File: src/rtl/star_motion_sequencer.sv
// star_motion_sequencer: runs the 4-bit motion command from the star hiding
// state machine. It steps the grill stepper, drives the star actuator, and
// reports grill/star position codes and a sticky fault flag.
//
// Ports:
//   i_clk, i_rst_n          clock, asynchronous active-low reset
//   i_cmd[3:0]              {step open, step close, act hide, act show}
//   i_star_up_sw            star fully shown limit switch (async)
//   i_star_hidden_sw        star fully hidden limit switch (async)
//   o_step, o_dir           stepper pulse and direction (1 = open)
//   o_act_hide, o_act_show  actuator drives
//   o_grill_pos[1:0]        00 closed, 01 open, 10 intermediate
//   o_star_pos[1:0]         00 shown, 01 hidden, 10 intermediate
//   o_fault                 sticky fault flag
module star_motion_sequencer #(
  parameter int unsigned STEP_DIV     = 1000,
  parameter int unsigned GRILL_STEPS  = 400,
  parameter int unsigned STAR_TIMEOUT = 50000
) (
  input  logic       i_clk,
  input  logic       i_rst_n,
  input  logic [3:0] i_cmd,
  input  logic       i_star_up_sw,
  input  logic       i_star_hidden_sw,
  output logic       o_step,
  output logic       o_dir,
  output logic       o_act_hide,
  output logic       o_act_show,
  output logic [1:0] o_grill_pos,
  output logic [1:0] o_star_pos,
  output logic       o_fault
);

  localparam int unsigned CNT_W = $clog2(GRILL_STEPS + 1);
  localparam int unsigned DIV_W = $clog2(2 * STEP_DIV);
  localparam int unsigned TMO_W = $clog2(STAR_TIMEOUT + 1);

  localparam logic [CNT_W-1:0] CNT_MAX  = CNT_W'(GRILL_STEPS);
  localparam logic [DIV_W-1:0] DIV_LAST = DIV_W'(2 * STEP_DIV - 1);
  localparam logic [DIV_W-1:0] DIV_HIGH = DIV_W'(STEP_DIV);
  localparam logic [TMO_W-1:0] TMO_MAX  = TMO_W'(STAR_TIMEOUT);

  localparam logic [3:0] CMD_NONE  = 4'b0000;
  localparam logic [3:0] CMD_OPEN  = 4'b1000;
  localparam logic [3:0] CMD_CLOSE = 4'b0100;
  localparam logic [3:0] CMD_HIDE  = 4'b0010;
  localparam logic [3:0] CMD_SHOW  = 4'b0001;

  localparam logic [1:0] GRILL_CLOSED = 2'b00;
  localparam logic [1:0] GRILL_OPEN   = 2'b01;
  localparam logic [1:0] STAR_SHOWN   = 2'b00;
  localparam logic [1:0] STAR_HIDDEN  = 2'b01;
  localparam logic [1:0] POS_MID      = 2'b10;

  typedef enum logic [1:0] {
    STP_IDLE  = 2'd0,
    STP_OPEN  = 2'd1,
    STP_CLOSE = 2'd2
  } stp_state_e;

  typedef enum logic [1:0] {
    ACT_IDLE    = 2'd0,
    ACT_HIDE    = 2'd1,
    ACT_SHOW    = 2'd2,
    ACT_TIMEOUT = 2'd3
  } act_state_e;

  logic [3:0]       cmd_q, cmd_d;
  logic             up_meta_q, up_meta_d, up_sync_q, up_sync_d;
  logic             hid_meta_q, hid_meta_d, hid_sync_q, hid_sync_d;
  logic [1:0]       star_pos_q, star_pos_d;
  logic [1:0]       grill_pos_q, grill_pos_d;
  stp_state_e       stp_state_q, stp_state_d;
  logic [DIV_W-1:0] div_q, div_d;
  logic [CNT_W-1:0] count_q, count_d;
  logic             step_q, step_d;
  logic             dir_q, dir_d;
  act_state_e       act_state_q, act_state_d;
  logic [TMO_W-1:0] tmo_q, tmo_d;
  logic             act_hide_q, act_hide_d;
  logic             act_show_q, act_show_d;
  logic             fault_q, fault_d;

  logic             sw_conflict_c;
  logic             tmo_event_c;
  logic             interlock_c;
  logic             stp_req_c, act_req_c;

  // Switch synchronizers, command register and position encoding
  always_comb begin
    cmd_d         = i_cmd;
    up_meta_d     = i_star_up_sw;
    up_sync_d     = up_meta_q;
    hid_meta_d    = i_star_hidden_sw;
    hid_sync_d    = hid_meta_q;
    sw_conflict_c = up_sync_q & hid_sync_q;

    unique case ({up_sync_q, hid_sync_q})
      2'b10:   star_pos_d = STAR_SHOWN;
      2'b01:   star_pos_d = STAR_HIDDEN;
      default: star_pos_d = POS_MID;
    endcase

    if (count_q == '0) begin
      grill_pos_d = GRILL_CLOSED;
    end else if (count_q == CNT_MAX) begin
      grill_pos_d = GRILL_OPEN;
    end else begin
      grill_pos_d = POS_MID;
    end
  end

  // Stepper FSM: one step = STEP_DIV high clocks then STEP_DIV low clocks
  always_comb begin
    stp_state_d = stp_state_q;
    div_d       = div_q;
    count_d     = count_q;
    step_d      = 1'b0;
    dir_d       = dir_q;

    unique case (stp_state_q)
      STP_IDLE: begin
        div_d = '0;
        if (act_state_q == ACT_IDLE && star_pos_q != POS_MID) begin
          if (cmd_q == CMD_OPEN && count_q != CNT_MAX) begin
            stp_state_d = STP_OPEN;
            dir_d       = 1'b1;
            step_d      = 1'b1;
          end else if (cmd_q == CMD_CLOSE && count_q != '0) begin
            stp_state_d = STP_CLOSE;
            dir_d       = 1'b0;
            step_d      = 1'b1;
          end
        end
      end

      STP_OPEN, STP_CLOSE: begin
        if (cmd_q != ((stp_state_q == STP_OPEN) ? CMD_OPEN : CMD_CLOSE)) begin
          // Command withdrawn: abandon the partial step uncounted
          stp_state_d = STP_IDLE;
          div_d       = '0;
        end else if (div_q == DIV_LAST) begin
          // End of low phase: the step is complete
          div_d = '0;
          if (stp_state_q == STP_OPEN) begin
            if (count_q != CNT_MAX) begin
              count_d = count_q + CNT_W'(1);
            end
            if (count_d == CNT_MAX) begin
              stp_state_d = STP_IDLE;
            end else begin
              step_d = 1'b1;
            end
          end else begin
            if (count_q != '0) begin
              count_d = count_q - CNT_W'(1);
            end
            if (count_d == '0) begin
              stp_state_d = STP_IDLE;
            end else begin
              step_d = 1'b1;
            end
          end
        end else begin
          div_d  = div_q + DIV_W'(1);
          step_d = (div_d < DIV_HIGH);
        end
      end

      default: begin
        stp_state_d = STP_IDLE;
        div_d       = '0;
      end
    endcase
  end

  // Actuator FSM with travel timeout; tmo counts drive clocks issued so far
  always_comb begin
    act_state_d = act_state_q;
    tmo_d       = tmo_q;
    act_hide_d  = 1'b0;
    act_show_d  = 1'b0;
    tmo_event_c = 1'b0;

    unique case (act_state_q)
      ACT_IDLE: begin
        tmo_d = '0;
        if (stp_state_q == STP_IDLE && count_q == CNT_MAX && !sw_conflict_c) begin
          if (cmd_q == CMD_HIDE && star_pos_q != STAR_HIDDEN) begin
            act_state_d = ACT_HIDE;
            act_hide_d  = 1'b1;
            tmo_d       = TMO_W'(1);
          end else if (cmd_q == CMD_SHOW && star_pos_q != STAR_SHOWN) begin
            act_state_d = ACT_SHOW;
            act_show_d  = 1'b1;
            tmo_d       = TMO_W'(1);
          end
        end
      end

      ACT_HIDE: begin
        if (cmd_q != CMD_HIDE || hid_sync_q) begin
          act_state_d = ACT_IDLE;
          tmo_d       = '0;
        end else if (tmo_q == TMO_MAX) begin
          act_state_d = ACT_TIMEOUT;
          tmo_event_c = 1'b1;
        end else begin
          tmo_d      = tmo_q + TMO_W'(1);
          act_hide_d = 1'b1;
        end
      end

      ACT_SHOW: begin
        if (cmd_q != CMD_SHOW || up_sync_q) begin
          act_state_d = ACT_IDLE;
          tmo_d       = '0;
        end else if (tmo_q == TMO_MAX) begin
          act_state_d = ACT_TIMEOUT;
          tmo_event_c = 1'b1;
        end else begin
          tmo_d      = tmo_q + TMO_W'(1);
          act_show_d = 1'b1;
        end
      end

      ACT_TIMEOUT: begin
        tmo_d = '0;
        if (cmd_q == CMD_NONE) begin
          act_state_d = ACT_IDLE;
        end
      end

      default: begin
        act_state_d = ACT_IDLE;
        tmo_d       = '0;
      end
    endcase
  end

  // Interlocks and sticky fault; setting wins over clearing
  always_comb begin
    stp_req_c   = |cmd_q[3:2];
    act_req_c   = |cmd_q[1:0];
    interlock_c = (cmd_q[3] & cmd_q[2])
                | (cmd_q[1] & cmd_q[0])
                | (stp_req_c & act_req_c)
                | (act_req_c & (count_q != CNT_MAX))
                | (stp_req_c & (star_pos_q == POS_MID));

    fault_d = fault_q;
    if (interlock_c || sw_conflict_c || tmo_event_c) begin
      fault_d = 1'b1;
    end else if (cmd_q == CMD_NONE) begin
      fault_d = 1'b0;
    end
  end

  // State registers
  always_ff @(posedge i_clk or negedge i_rst_n) begin
    if (!i_rst_n) begin
      cmd_q       <= CMD_NONE;
      up_meta_q   <= 1'b0;
      up_sync_q   <= 1'b0;
      hid_meta_q  <= 1'b0;
      hid_sync_q  <= 1'b0;
      star_pos_q  <= POS_MID;
      grill_pos_q <= GRILL_CLOSED;
      stp_state_q <= STP_IDLE;
      div_q       <= '0;
      count_q     <= '0;
      step_q      <= 1'b0;
      dir_q       <= 1'b0;
      act_state_q <= ACT_IDLE;
      tmo_q       <= '0;
      act_hide_q  <= 1'b0;
      act_show_q  <= 1'b0;
      fault_q     <= 1'b0;
    end else begin
      cmd_q       <= cmd_d;
      up_meta_q   <= up_meta_d;
      up_sync_q   <= up_sync_d;
      hid_meta_q  <= hid_meta_d;
      hid_sync_q  <= hid_sync_d;
      star_pos_q  <= star_pos_d;
      grill_pos_q <= grill_pos_d;
      stp_state_q <= stp_state_d;
      div_q       <= div_d;
      count_q     <= count_d;
      step_q      <= step_d;
      dir_q       <= dir_d;
      act_state_q <= act_state_d;
      tmo_q       <= tmo_d;
      act_hide_q  <= act_hide_d;
      act_show_q  <= act_show_d;
      fault_q     <= fault_d;
    end
  end

  assign o_step      = step_q;
  assign o_dir       = dir_q;
  assign o_act_hide  = act_hide_q;
  assign o_act_show  = act_show_q;
  assign o_grill_pos = grill_pos_q;
  assign o_star_pos  = star_pos_q;
  assign o_fault     = fault_q;

endmodule

File: config.mk
export PLATFORM = sky130hd
export DESIGN_NAME = star_motion_sequencer
export DESIGN_NICKNAME = d
export VERILOG_FILES = /design/src/rtl/star_motion_sequencer.sv
export SDC_FILE = /design/constraint.sdc
export NUM_CORES = 1
export LEC_CHECK = 0
export ABC_AREA = 1
export BUFFER_PORTS_ARGS = -buffer_cell sky130_fd_sc_hd__buf_2
export CAP_MARGIN = 10
export CORE_MARGIN = 4
export CORE_UTILIZATION = 24
export CTS_CLUSTER_SIZE = 20
export DETAILED_ROUTE_END_ITERATION = 8
export HOLD_SLACK_MARGIN = 0.06
export SYNTH_ARGS = -nofsm -noshare
export SYNTH_HDL_FRONTEND = slang
export SYNTH_SLANG_ARGS = --single-unit
File: constraint.sdc
create_clock -name i_clk -period 2.1 [get_ports i_clk]
set_input_delay 0.315 -clock i_clk [delete_from_list [all_inputs] [get_ports i_clk]]
set_output_delay 0.315 -clock i_clk [all_outputs]
set_load 0.01 [all_outputs]
==> results.cfg <==
[run_status]
status = completed

[synth]
ys_ff_latch = 57
syn_area_mm2 = 0.00360
yosysWarnings = 0
syn_inst = 466
synth_top_area_share_pct = 38.9
synthesis.nets = 490
synth-xor-area-share_pct = 4.38
synth_compound_area_share_pct = 10.2
synthSimpleGateAreaFrac_pct = 32.6
synthMuxAreaShare_pct = 0
ys.flop_type = dfrtp_1
synth_top_family_by_area = simple AND/OR/NAND/NOR gates
synthArstFlopShare_pct = 100
syn_avg_cell_area_um2 = 7.73
ys_seq_area_share_pct = 39.6
yosysUniqueCellTypes = 42
synth_top_area_cell = dfrtp_1
synthAdderAreaFrac_pct = 5.56
synth_edf_count = 0
synth_area_leaders = dfrtp_1, nand2_1, inv_1, ha_1, nor2_1

[power_and_ir_drop]
p_seq_share_pct = 42.8
p_int_mw = 2.03
power_frac_comb_pct = 8.9
power_mw = 2.70
switching_share_pct = 25.1
ir_drop_mv = 0.344
p_switching_mw = 0.677
leakagePower_nw = 1.95
clockPowerShare_pct = 48.3
powerDensity_mw_per_mm2 = 637

[min_path]
hold_class = input port to flip-flop
hold_start = i_star_up_sw

[clock_network]
cts_buffer_depth = 2
cts_made_buffers = 9
clock-root-buffer = clkbuf_16
worstSkewPairLatency_ns = 0.33
clock_sinks = 57
cts_tree = done
clkTransAtPathRegs_ns = 0.05
htreeDepth = 3

[critical_path]
crit_fanout = 6
worst-r2r-setup-slack_ns = 0.21
cp-end-kind = flip-flop
cp_cell_sequence = inv_1, ha_1, nand2_2, inv_2, nand3_4, nand2_2, nand2_2, nor2_2, nand3_2, nand3_2, nand2_2, nor2_4, nand2_1, nand2_1, nand2_1
critPathMaxStageDelay_ns = 0.41
path_common_cell = nand2_2
cp.arrival_ns = 2.11
critPathRequiredTime_ns = 2.32
crit_family = simple AND/OR/NAND/NOR gates
critPathKind = flip-flop to flip-flop
r2r-start = count_q[1]
path_buf_inv = 2
start_kind = flip-flop
worst_path_max_delay_cell = dfrtp_1
critPathLaunch = count_q[1]

[sta]
setup_ws_ns = 0.206
min_period_ns = 1.89
fmax_mhz = 528
worst_hold_slack_ns = 0.0913
final_max_slew_viol_count = 0
slew_headroom_pct = 66.7
grt_setup_unrepaired = false
period_share_pct = 90.2
tns_ns = 0
setup_viol = 0
finClkSkew_ns = 0.00901
max_slew.worst_pin.slew_ns = 0.500
hold_violations = 0

[finish]
nets = 521
fin_cells = 685
fin_util_pct = 29.0
layout_commonest_cell = nand2_1
area_growth_pct = 17.7
layout_common_cells = nand2_1, dfrtp_1, inv_1
diodes = 0
num-fill-cells = 1596
drive_gt1_share_pct = 18.2
fin_area_mm2 = 0.00424

[global_routing]
grt_util_all_layers_pct = 10.0
antenna_found_initial = 0
grt_start_max_net_pins = 26
grt_pass1_wl_um = 13600
grt_pass1_vias = 2841
overflow = 0

[routing]
dr.first_iter.drc_count = 173
finalWirelength_um = 7870
dr_total_vias = 2984
ant_nets = 0
routed_via_density = 4.36
wl_per_cell_um = 11.5
firstDrtPassIters = 4
drc = 0

[place]
dp_cells = 667
placed_cell_area_mm2 = 0.00394
io_buffer_count = 16
pre_cts_ws_ns = 0.147
hpwl_um = 5940
gp_congestion = 0.860

[die]
num_rows = 44
io_pins = 17
start_util_pct = 24.6
core_mm2 = 0.0146
die_x_um = 131
dieHeight_um = 131
die_area_mm2 = 0.0170

[job]
drv_cap = 0
cells in the mapped netlist (7+ instances only):
| library cell | n |
|---|---|
| ha_1 | 16 |
| nor2_1 | 53 |
| nand2_1 | 101 |
| o21ai_0 | 26 |
| xor2_1 | 14 |
| a21oi_1 | 15 |
| nand2_2 | 11 |
| inv_1 | 55 |
| nor2_2 | 8 |
| nor3_1 | 7 |
| nand3_1 | 29 |
| dfrtp_1 | 56 |
| inv_2 | 11 |
repair_timing:
item                                    CTS  global route
resized for setup                         0             4
setup buffers                             0             2
endpoints found under the setup margin    0             5
hold endpoints to repair                 17             0
hold buffers                              1             0
sequential cells by signal, indices dropped and copies added (netlist names):
register / cells
tmo_q: 16
div_q: 11
count_q: 9
cmd_q: 4
act_state_q: 2
o_grill_pos: 2
o_star_pos: 2
stp_state_q: 2
hid_meta_q: 1
hid_sync_q: 1
o_act_hide: 1
o_act_show: 1
o_dir: 1
o_fault: 1
o_step: 1
up_meta_q: 1
up_sync_q: 1
power by group through the flow:
stage | combinational [mW] | sequential, mW | clock, mW
floorplan | 0.160 | 1.17 | 0
global placement | 0.246 | 1.17 | 0
detailed placement | 0.244 | 1.17 | 0
CTS | 0.246 | 1.16 | 1.34
global route | 0.284 | 1.16 | 1.39
finish | 0.240 | 1.16 | 1.30
layer usage:
layer  vias up  track usage (%)  routed length (µm)
li1       1565                -                   -
met5         -                0                   0
met3         7             3.01                 311
met2        50             15.1                3410
met1      1362             13.7                4030
met4         0             3.81                 122
kinds of logic (layout without fill, tap and decap cells):
kind of cell | Yosys count | count (layout)
adders and majority gates | 16 | 16
buffers and inverters | 71 | 106
AOI/OAI and AO/OA | 63 | 63
xor gates and xnor gates | 18 | 18
DFF | 57 | 57
and+or+nand+nor | 241 | 241
layout make-up:
cell class | count | area, µm² | area share (%)
clock inverter | 4 | 20.0 | 0.472
tap | 184 | 230 | 5.43
timing repair buffer | 24 | 155 | 3.66
multi-input combinational | 338 | 1910 | 45.1
sequential | 57 | 1430 | 33.7
inverter | 67 | 254 | 5.99
clock buffer | 11 | 243 | 5.72
final timing paths:
| path | endpoint | cells past startpoint |
|---|---|---|
| min reg2reg | hid_sync_q | 0 |
| min in group asynchronous | tmo_q[5] | 2 |
| max reg2reg | stp_state_q[1] | 15 |
| max | stp_state_q[1] | 15 |
| min | up_meta_q | 1 |
| max in group asynchronous | div_q[2] | 3 |
(Power assumes the default switching activity.)
